[config.mk]
export PLATFORM = sky130hd
export DESIGN_NAME = pipe_hazard_ctrl
export DESIGN_NICKNAME = d
export VERILOG_FILES = /design/src/rtl/pipe_hazard_ctrl_pkg.sv /design/src/rtl/perf_counter.sv /design/src/rtl/pipe_hazard_ctrl.sv
export SDC_FILE = /design/constraint.sdc
export NUM_CORES = 1
export LEC_CHECK = 0
export CAP_MARGIN = 5
export CORE_MARGIN = 1
export CORE_UTILIZATION = 30
export CTS_CLUSTER_DIAMETER = 80
export DETAILED_ROUTE_END_ITERATION = 12
export SETUP_SLACK_MARGIN = 0.2
export SYNTH_ARGS = -nofsm -noshare
export SYNTH_HDL_FRONTEND = slang
export SYNTH_HIERARCHICAL = 1
export SYNTH_SLANG_ARGS = --single-unit
[constraint.sdc]
create_clock -name clk -period 3.25 [get_ports clk]
set_input_delay 0.325 -clock clk [delete_from_list [all_inputs] [get_ports clk]]
set_output_delay 0.325 -clock clk [all_outputs]
set_load 0.01 [all_outputs]
[src/rtl/pipe_hazard_ctrl_pkg.sv]
// Shared encodings for the 3-stage core hazard controller: writeback selects,
// controller FSM states and the NOP control word loaded into D/X on a bubble.
package pipe_hazard_ctrl_pkg;

    localparam logic [1:0] WB_SEL_ALU = 2'd0;
    localparam logic [1:0] WB_SEL_MEM = 2'd1;
    localparam logic [1:0] WB_SEL_PC  = 2'd2;
    localparam logic [1:0] WB_SEL_CSR = 2'd3;

    typedef enum logic [1:0] {
        ST_RUN      = 2'd0,
        ST_FLUSH    = 2'd1,
        ST_MEM_WAIT = 2'd2
    } state_e;

    // Bubble counter is wide enough for REDIRECT_BUBBLES up to 3
    localparam int unsigned BUB_W = 2;

    typedef struct packed {
        logic       reg_we;
        logic [1:0] wb_sel;
        logic       mem_re;
        logic       mem_we;
        logic       branch;
        logic       jump;
        logic       imux_nop;
    } dx_ctrl_t;

    localparam dx_ctrl_t DX_CTRL_NOP = dx_ctrl_t'(8'b0000_0001);

endpackage

[src/rtl/perf_counter.sv]
// Free-running event counter with synchronous clear; clear wins over increment.
module perf_counter #(
    parameter int unsigned CNT_W = 32
) (
    input  logic             clk,
    input  logic             rst,
    input  logic             clr_i,
    input  logic             inc_i,
    output logic [CNT_W-1:0] cnt_o
);

    logic [CNT_W-1:0] cnt_q;
    logic [CNT_W-1:0] cnt_d;

    always_comb begin
        cnt_d = cnt_q;
        if (clr_i) begin
            cnt_d = '0;
        end else if (inc_i) begin
            cnt_d = cnt_q + CNT_W'(1);
        end
    end

    always_ff @(posedge clk) begin
        if (rst) begin
            cnt_q <= '0;
        end else begin
            cnt_q <= cnt_d;
        end
    end

    assign cnt_o = cnt_q;

endmodule

[src/rtl/pipe_hazard_ctrl.sv]
// Hazard/sequencing controller for the F/D -> X -> W pipeline: load-use stalls,
// redirect flushes, memory-wait freezes and two performance counters.
module pipe_hazard_ctrl #(
    parameter logic [1:0]  WB_SEL_MEM       = 2'd1,
    parameter int unsigned REDIRECT_BUBBLES = 1,
    parameter int unsigned CNT_W            = 32
) (
    input  logic             clk,
    input  logic             rst,
    input  logic [4:0]       rs1_d,
    input  logic [4:0]       rs2_d,
    input  logic             rs1_used_d,
    input  logic             rs2_used_d,
    input  logic [4:0]       rd_x,
    input  logic             reg_we_x,
    input  logic [1:0]       wb_sel_x,
    input  logic             redirect_x,
    input  logic             mem_busy,
    input  logic             cnt_clr,
    output logic             pc_stall,
    output logic             fd_stall,
    output logic             fd_flush,
    output logic             dx_stall,
    output logic             dx_bubble,
    output logic             xw_stall,
    output logic [CNT_W-1:0] stall_cnt,
    output logic [CNT_W-1:0] flush_cnt,
    output logic [1:0]       state_o
);

    import pipe_hazard_ctrl_pkg::*;

    localparam logic [BUB_W-1:0] BUB_RELOAD = BUB_W'(REDIRECT_BUBBLES - 1);

    state_e           state_q;
    state_e           state_d;
    logic [BUB_W-1:0] bub_q;
    logic [BUB_W-1:0] bub_d;
    logic             load_use;
    logic             flushing;
    logic             flush_inc;

    // A pending bubble count makes MEM_WAIT resume as FLUSH once memory is ready
    always_comb begin
        load_use = reg_we_x && (wb_sel_x == WB_SEL_MEM) && (rd_x != 5'd0) &&
                   ((rs1_used_d && (rs1_d == rd_x)) || (rs2_used_d && (rs2_d == rd_x)));
        flushing = ((state_q == ST_FLUSH) || (state_q == ST_MEM_WAIT)) && (bub_q != '0);
    end

    always_comb begin
        pc_stall  = 1'b0;
        fd_stall  = 1'b0;
        fd_flush  = 1'b0;
        dx_stall  = 1'b0;
        dx_bubble = 1'b0;
        xw_stall  = 1'b0;
        flush_inc = 1'b0;
        state_d   = state_q;
        bub_d     = bub_q;
        if (rst) begin
            state_d = ST_RUN;
            bub_d   = '0;
        end else if (mem_busy) begin
            pc_stall = 1'b1;
            fd_stall = 1'b1;
            dx_stall = 1'b1;
            xw_stall = 1'b1;
            state_d  = ST_MEM_WAIT;
        end else if (redirect_x) begin
            fd_flush  = 1'b1;
            dx_bubble = 1'b1;
            flush_inc = 1'b1;
            bub_d     = BUB_RELOAD;
            state_d   = (REDIRECT_BUBBLES > 1) ? ST_FLUSH : ST_RUN;
        end else if (flushing) begin
            fd_flush  = 1'b1;
            dx_bubble = 1'b1;
            bub_d     = bub_q - BUB_W'(1);
            state_d   = (bub_q == BUB_W'(1)) ? ST_RUN : ST_FLUSH;
        end else begin
            state_d = ST_RUN;
            bub_d   = '0;
            if (load_use) begin
                pc_stall  = 1'b1;
                fd_stall  = 1'b1;
                dx_bubble = 1'b1;
            end
        end
    end

    always_ff @(posedge clk) begin
        if (rst) begin
            state_q <= ST_RUN;
            bub_q   <= '0;
        end else begin
            state_q <= state_d;
            bub_q   <= bub_d;
        end
    end

    assign state_o = state_q;

    perf_counter #(.CNT_W(CNT_W)) u_stall_cnt (
        .clk   (clk),
        .rst   (rst),
        .clr_i (cnt_clr),
        .inc_i (pc_stall),
        .cnt_o (stall_cnt)
    );

    perf_counter #(.CNT_W(CNT_W)) u_flush_cnt (
        .clk   (clk),
        .rst   (rst),
        .clr_i (cnt_clr),
        .inc_i (flush_inc),
        .cnt_o (flush_cnt)
    );

endmodule

==> results of run 1 <==
==> flip-flops by register name, summed over array words and instances (netlist names) <==
signal and flops:
u_flush_cnt/cnt_o 32, state_o 2, bub_q 2, u_stall_cnt/cnt_o 32
==> stage by stage <==
stage,instances,hold WS [ns],cell area [um^2],total power [mW]
detailed placement,616,0.461,4520,0.945
floorplan,391,0.397,3500,0.895
global placement,616,0.434,4520,0.945
finish,628,0.466,4770,1.77
CTS,628,0.467,4770,1.80
global route,628,0.486,4770,1.84
==> path summary, 6_finish.rpt <==
| path | startpoint | endpoint | slack, ns | cells after the start |
|---|---|---|---|---|
| setup / recovery | rd_x[1] | pc_stall | 0.43 | 7 |
| hold / removal | bub_q[1] | bub_q[1] | 0.47 | 2 |
| setup reg to reg | bub_q[0] | u_stall_cnt/cnt_o[20] | 0.59 | 9 |
| hold reg to reg | bub_q[1] | bub_q[1] | 0.47 | 2 |
==> cell type report <==
type | instances | area share
tap | 143 | 0.0375
timing repair buffer | 100 | 0.208
inverter | 10 | 0.00787
sequential | 68 | 0.285
multi-input combinational | 295 | 0.410
clock buffer | 12 | 0.0517
==> power groups by stage <==
stage | clock network (mW) | registers, mW | logic [mW]
after global placement | 0 | 0.855 | 0.0897
after detailed placement | 0 | 0.855 | 0.0903
final | 0.844 | 0.838 | 0.0895
after global routing | 0.908 | 0.837 | 0.0973
after floorplan | 0 | 0.855 | 0.0392
after CTS | 0.870 | 0.837 | 0.0908
==> worst max-delay path: cells and delay by family <==
kind,cells,cell delay [ns]
buffers and inverters,3,1.26
and+or+nand+nor,2,0.57
AOI/OAI and AO/OA,2,0.34
==> Yosys cell counts (all sizes together), types with 9 or more instances <==
cell	instances	area share
dfxtp	68	0.39
nand2	20	0.021
or3	18	0.034
nand3	20	0.031
or4	23	0.050
nand4	26	0.067
xnor2	9	0.023
and4	10	0.026
o31ai	21	0.045
nor2	31	0.033
a21oi	34	0.049
buf	14	0.036
o21ai	17	0.024
inv	10	0.011
and3	12	0.021
xor2	26	0.065
==> placed cells by master (no fill, tap or decap), types with 3 or more instances in the layout <==
cell type / count
clkdlybuf4s50_1: 96
dfxtp_1: 68
a21oi_1: 34
nor2_1: 31
xor2_1: 26
or4_1: 22
o31ai_1: 21
nand2_1: 20
nand4_1: 20
nand3_1: 18
o21ai_0: 15
or3_1: 14
and3_1: 12
inv_1: 10
xnor2_1: 9
clkbuf_16: 9
and4_1: 8
ha_1: 4
buf_4: 4
nand4_4: 4
or3_2: 4
mux2i_1: 4
and2_1: 3
==> layer usage <==
layer	vias up	wire length, um
li1	1644	-
met1	1547	4020
met2	92	4140
met3	16	514
met4	0	174
met5	-	0
==> cell families (layout without fill, tap and decap cells) <==
group	count (synthesis)	after routing	share of synthesized area
adders and majority gates	4	4	0.0143
xor gates and xnor gates	35	35	0.0877
buffers and inverters	28	122	0.0515
and+or+nand+nor	173	173	0.309
DFF	68	68	0.389
muxes	4	4	0.0114
AOI/OAI and AO/OA	79	79	0.137
==> flow_summary.json, run 1 <==
{
  "status": "finished clean",
  "clock_skew_ns": 0.00513,
  "grt_first_pass_wirelength_um": 15100,
  "tritoncts": "yes",
  "slowest_stage": "clkdlybuf4s50_1",
  "clock_sinks": 68,
  "use_met2": 0.263,
  "busiest_layer": "met2",
  "grt_pass1_vias": 3235,
  "die_h_um": 110,
  "hold_viol_final": 0,
  "ys_ff_latch": 68,
  "vdd.ir_drop.worst_uv": 235,
  "synthCells": 391,
  "grt_max_degree": 31,
  "vias": 3299,
  "slew_headroom": 0.600,
  "dieArea_um2": 12100,
  "cap_violations": 0,
  "synth-seq-area-share": 0.389,
  "cp_max_fo": 5,
  "ctsHoldBuffers": 0,
  "cts.clk_slew.worst_paths_ns": 0.05,
  "powerDensity_nw_per_um2": 371,
  "dr.first_iter.drc_count": 174,
  "synth_cell_types": 42,
  "setup_viol": 0,
  "synth_edf_count": 0,
  "async_reset_ff_frac": 0,
  "fmax_ghz": 0.355,
  "p_seq_frac": 0.473,
  "drv_slew": 0,
  "power.leakage_nw": 1.55,
  "synth_area_per_cell_um2": 8.94,
  "tightest_slew_ns": 0.600,
  "path_cells": "clkdlybuf4s50_1 > or4_1 > o2111ai_2 > or4_1 > o21bai_1 > buf_4 > clkdlybuf4s50_1",
  "synth_nets": 420,
  "hp-class": "flip-flop to flip-flop",
  "rsz0062_at_grt": "false",
  "p_sw_mw": 0.366,
  "critPathLaunchType": "input port",
  "pre_cts_ws_ns": 0.176,
  "cts_resized": 0,
  "layout-drive-gt1-share": 0.0680,
  "synth_ff_type": "dfxtp_1",
  "dp_hpwl_um": 6300,
  "syn_area_um2": 3500,
  "initial_core_util": 0.308,
  "multi_input_area_um2": 1960,
  "swShare": 0.207,
  "cts_buffers": 9,
  "numPortBuffers": 96,
  "critPathMaxStageDelay_ns": 0.53,
  "critPathKind": "input port to output port",
  "required_ns": 2.92,
  "drc": 0,
  "cp-end-kind": "output port",
  "cts_setup_buffers": 0,
  "comb_power_share": 0.051,
  "ant_nets": 0,
  "met1_usage": 0.189,
  "worstPathArrival_ns": 2.50,
  "ys.warnings.count": 6,
  "htree_num_levels": 3,
  "final.setup.worst_slack_ns": 0.430,
  "grt_use_total": 0.160,
  "post_drt_wl_per_cell_um": 14.1,
  "firstDrtPassIters": 4,
  "drt-total-wl_um": 8850,
  "insertedDiodeCount": 0,
  "period_needed_ns": 2.82,
  "min_period_over_period": 0.868,
  "clk_latency_ns": 0.33,
  "fill_cells": 1131,
  "ff_latch_area_um2": 1360,
  "grt_antenna_before_repair": 0,
  "vias_per_cell": 5.25,
  "fin_util": 0.420,
  "routabilityCongestion": 0.829,
  "die_w_um": 110,
  "final_nets": 513,
  "ios": 97,
  "grt_util_met3": 0.0504,
  "fin_setup_tns_ns": 0,
  "grt_overflow_total": 0,
  "cellInternalPower_mw": 1.41,
  "pwr-share-clk": 0.477,
  "clk_path_buf_depth": 2,
  "syn_to_final_growth_pct": 36.4,
  "row_count": 39,
  "core_region_area_um2": 11400,
  "cts_root_buf": "clkbuf_16"
}
Power figures use the tool's default switching activity.
==> inputs of run 2 (changes only) <==
Settings changed: CORE_ASPECT_RATIO set to 1.1, CORE_UTILIZATION 30 to 48, PLACE_DENSITY set to 0.8.
==> flow_summary.json, run 2 (synthesis gave the netlist of run 1 again) <==
{
  "worstPathArrival_ns": 2.55,
  "clock_skew_ns": 0.0112,
  "use_met2": 0.401,
  "crit_cells": 7,
  "ios": 97,
  "final_cell_mix": "96 x clkdlybuf4s50_1, 68 x dfxtp_1, 34 x a21oi_1",
  "fin_setup_tns_ns": 0,
  "cts_root_buf": "clkbuf_8",
  "grt_pass1_vias": 3033,
  "vias_per_cell": 5.84,
  "die_w_um": 83.4,
  "status": "finished clean",
  "grt_first_pass_wirelength_um": 14000,
  "ant_nets": 0,
  "hp-class": "flip-flop to flip-flop",
  "numPortBuffers": 96,
  "cts_setup_buffers": 0,
  "drv_slew": 0,
  "tightest_slew_ns": 0.589,
  "period_needed_ns": 2.87,
  "insertedDiodeCount": 0,
  "critical_path_buf_inv_count": 3,
  "htree_num_levels": 3,
  "syn_to_final_growth_pct": 32.3,
  "critPathLaunchType": "input port",
  "initial_core_util": 0.496,
  "busiest_layer": "met2",
  "grt_overflow_total": 0,
  "tritoncts": "yes",
  "powerDensity_nw_per_um2": 336,
  "layout-drive-gt1-share": 0.0760,
  "ctsHoldBuffers": 0,
  "hold_viol_final": 0,
  "row_count": 32,
  "hold_ws_ns": 0.455,
  "vdd.ir_drop.worst_uv": 255,
  "die_h_um": 91.5,
  "grt_util_met3": 0.0636,
  "cts_buffers": 9,
  "clk_path_buf_depth": 2,
  "clk_latency_ns": 0.34,
  "cp_top_family": "buffers and inverters",
  "worst-r2r-cell-count": 9,
  "final_nets": 513,
  "grt_antenna_before_repair": 0,
  "routabilityCongestion": 0.797,
  "slew_headroom": 0.607,
  "drt-total-wl_um": 8550,
  "post_drt_wl_per_cell_um": 14.9,
  "layout_commonest_cell": "clkdlybuf4s50_1",
  "grt_max_degree": 31,
  "core_region_area_um2": 7050,
  "dieArea_um2": 7630,
  "min_period_over_period": 0.884,
  "drc": 0,
  "cap_violations": 0,
  "dp_hpwl_um": 6090,
  "met1_usage": 0.256,
  "dr.first_iter.drc_count": 94,
  "cp-end-kind": "output port",
  "fmax_ghz": 0.348,
  "firstDrtPassIters": 4,
  "rsz0062_at_grt": "false",
  "setup_viol": 0,
  "cts.clk_slew.worst_paths_ns": 0.06,
  "min_path_cells": 2,
  "grt_use_total": 0.225,
  "cp_max_fo": 5,
  "slowest_stage": "clkdlybuf4s50_1",
  "required_ns": 2.92,
  "critPathMaxStageDelay_ns": 0.54,
  "power.leakage_nw": 1.52,
  "critPathKind": "input port to output port",
  "vias": 3341,
  "clock_sinks": 68,
  "path_cells": "clkdlybuf4s50_1 > or4_1 > o2111ai_2 > or4_1 > o21bai_1 > buf_4 > clkdlybuf4s50_1",
  "cts_resized": 0
}
run 2: cell types whose count changed in the layout (fill, tap and decap cells not counted):
cell,delta
clkbuf_16,-9
clkinv_2,+2
clkbuf_8,+11
clkbuf_1,-2
run 2: worst reg2reg max path, stage by stage (launching register included):
cell and delay, ns:
dfxtp_1 0.33, inv_1 0.06, ha_1 0.17, nor2_1 0.06, or4_1 0.47, o21bai_1 0.25, and4_1 0.39, nand4_4 0.20
or4_1 0.50, a21oi_1 0.16
run 2: area by class of cell:
| class | instances | area [um^2] |
|---|---|---|
| Clock buffer | 12 | 165 |
| Clock inverter | 2 | 10.0 |
| Fill cell | 590 | 2420 |
| Inverter | 10 | 37.5 |
| Multi-Input combinational cell | 295 | 1960 |
| Sequential cell | 68 | 1360 |
| Tap cell | 85 | 106 |
| Timing Repair Buffer | 100 | 991 |
run 2: power breakdown:
group          total (mW)  internal (mW)  switching [mW]  leakage, nW
Clock               0.628          0.329           0.299       0.0941
Combinational      0.0901         0.0498          0.0403        0.882
Sequential          0.836          0.834         0.00154        0.548
run 2: path summary, 6_finish.rpt:
check                               from                     to  slack [ns]
worst max-delay path             rd_x[2]               fd_stall        0.38
worst min-delay path            bub_q[1]               bub_q[1]        0.46
worst max register to register  bub_q[0]  u_stall_cnt/cnt_o[31]        0.59
worst min register to register  bub_q[1]               bub_q[1]        0.46
run 2: per-stage QoR:
| stage | power, mW | setup slack (ns) | instances | cell area, um^2 | utilization |
|---|---|---|---|---|---|
| after floorplan | 0.895 | 0.534 | 391 | 3500 | - |
| after global placement | 0.943 | 0.262 | 558 | 4450 | 0.632 |
| after detailed placement | 0.945 | 0.165 | 558 | 4450 | 0.632 |
| after CTS | 1.57 | 0.371 | 572 | 4630 | 0.657 |
| after global routing | 1.62 | 0.258 | 572 | 4630 | 0.657 |
| final | 1.55 | 0.378 | 572 | 4630 | 0.657 |
run 2: routing by layer:
layer	share of wire	vias to the layer above
met5	0	-
li1	-	1646
met3	0.051	11
met2	0.51	82
met4	0.011	0
met1	0.42	1602
==> inputs of run 3 (changes only) <==
Settings changed: PLACE_DENSITY 0.8 to 0.91, SETUP_SLACK_MARGIN 0.2 to 0.1, SLEW_MARGIN set to 25.
==> flow_summary.json, run 3 (synthesis gave the netlist of run 1 again) <==
{
  "r2r-end": "u_stall_cnt/cnt_o[22]",
  "ant_nets": 0,
  "cts_setup_buffers": 0,
  "fmax_ghz": 0.349,
  "instances_no_fill": 573,
  "core_region_area_um2": 7050,
  "final_cell_mix": "96 x clkdlybuf4s50_1, 68 x dfxtp_1, 34 x a21oi_1",
  "hold-path-endpoint": "bub_q[1]",
  "cap_violations": 0,
  "layout-drive-gt1-share": 0.0697,
  "clock_sinks": 68,
  "grt_use_total": 0.248,
  "hp-class": "flip-flop to flip-flop",
  "busiest_layer": "met2",
  "r2r_setup_slack_ns": 0.54,
  "worst-r2r-cell-count": 9,
  "critPathLaunchType": "input port",
  "power.leakage_nw": 1.51,
  "ff_latch_area_um2": 1360,
  "grt_pass1_vias": 3367,
  "final_nets": 512,
  "use_met2": 0.446,
  "ctsHoldBuffers": 0,
  "multi_input_area_um2": 1960,
  "r2r-start": "bub_q[0]",
  "vdd.ir_drop.worst_uv": 275,
  "drv_slew": 0,
  "routabilityCongestion": 0.831,
  "required_ns": 2.92,
  "die_h_um": 91.5,
  "initial_core_util": 0.496,
  "critPathKind": "input port to output port",
  "cts_resized": 0,
  "drc": 0,
  "dr.first_iter.drc_count": 129,
  "met1_usage": 0.274,
  "drt-total-wl_um": 9040,
  "fill_cells": 566,
  "cts_root_buf": "clkbuf_8",
  "grt_overflow_total": 0,
  "hold_ws_ns": 0.444,
  "slew_headroom": 0.607,
  "hold_viol_final": 0,
  "clock_skew_ns": 0.00822,
  "tightest_slew_ns": 0.589,
  "row_count": 32,
  "clk_path_buf_depth": 2,
  "syn_to_final_growth_pct": 31.7,
  "worstPathArrival_ns": 2.54,
  "setup_viol": 0,
  "post-place-cells": 557,
  "post_drt_wl_per_cell_um": 15.8,
  "firstDrtPassIters": 4,
  "min_path_cells": 2,
  "design_area_um2": 4610,
  "grt_first_pass_wirelength_um": 15300,
  "status": "finished clean",
  "die_w_um": 83.4,
  "vias_per_cell": 6.00,
  "insertedDiodeCount": 0,
  "clk_latency_ns": 0.35,
  "dpl-instance-area_um2": 4440,
  "fin_util": 0.654,
  "cp-end-kind": "output port",
  "ios": 97,
  "cts_buffers": 9,
  "vias": 3440,
  "grt_max_degree": 31,
  "hold_start": "bub_q[1]",
  "cp_max_fo": 5,
  "cts.clk_slew.worst_paths_ns": 0.06,
  "dp_hpwl_um": 6360,
  "numPortBuffers": 96,
  "grt_util_met3": 0.0536,
  "rsz0062_at_grt": "false",
  "fin_setup_tns_ns": 0,
  "layout_commonest_cell": "clkdlybuf4s50_1",
  "grt_antenna_before_repair": 0,
  "powerDensity_nw_per_um2": 333,
  "tritoncts": "yes",
  "min_period_over_period": 0.881,
  "dieArea_um2": 7630,
  "period_needed_ns": 2.86,
  "htree_num_levels": 3
}
==> run 3: cell types whose count changed in the layout (fill, tap and decap cells not counted) <==
cell / previous run / this run
clkbuf_1: 0 / 4
clkbuf_8: 12 / 10
buf_4: 4 / 3
==> run 3: worst max path at each step <==
| stage | slack [ns] | endpoint | from |
|---|---|---|---|
| after floorplan | 0.53 | u_stall_cnt/cnt_o[20] | state_o[0] |
| after global placement | 0.20 | u_stall_cnt/cnt_o[26] | rd_x[2] |
| after detailed placement | 0.08 | u_stall_cnt/cnt_o[20] | rd_x[2] |
| after CTS | 0.38 | fd_stall | rd_x[2] |
| after global routing | 0.12 | u_stall_cnt/cnt_o[22] | rd_x[2] |
| final | 0.39 | fd_stall | rd_x[2] |
==> run 3: layout make-up <==
class,instances,share of cell area
multi-input cells,295,0.424
inverters,10,0.00815
clock buffers,14,0.0331
clock inverters,2,0.00217
repair buffers,99,0.213
well taps,85,0.0231
flip-flops and latches,68,0.295
==> run 3: power breakdown <==
group          internal (mW)  switching (mW)  leakage, nW
Clock                  0.297           0.311       0.0844
Sequential             0.834         0.00157        0.548
Combinational         0.0498          0.0406        0.876
==> run 3: per-stage QoR <==
step                      setup slack, ns  total power, mW
after CTS                           0.377             1.54
after global placement              0.196            0.943
final                               0.386             1.53
after floorplan                     0.534            0.895
after global routing                0.122             1.59
after detailed placement           0.0761            0.945
==> run 3: worst max-delay path: stages <==
cell	delay, ns
clkdlybuf4s50_1	0.56
or4_1	0.18
o2111ai_2	0.12
or4_1	0.41
o21bai_1	0.22
buf_4	0.19
clkdlybuf4s50_1	0.54
==> run 3: per-layer routing <==
metal  routed length (um)  vias to the layer above
li1                     -                     1646
met1                 3600                     1642
met2                 4620                      125
met4                  244                        0
met3                  571                       27
met5                    0                        -
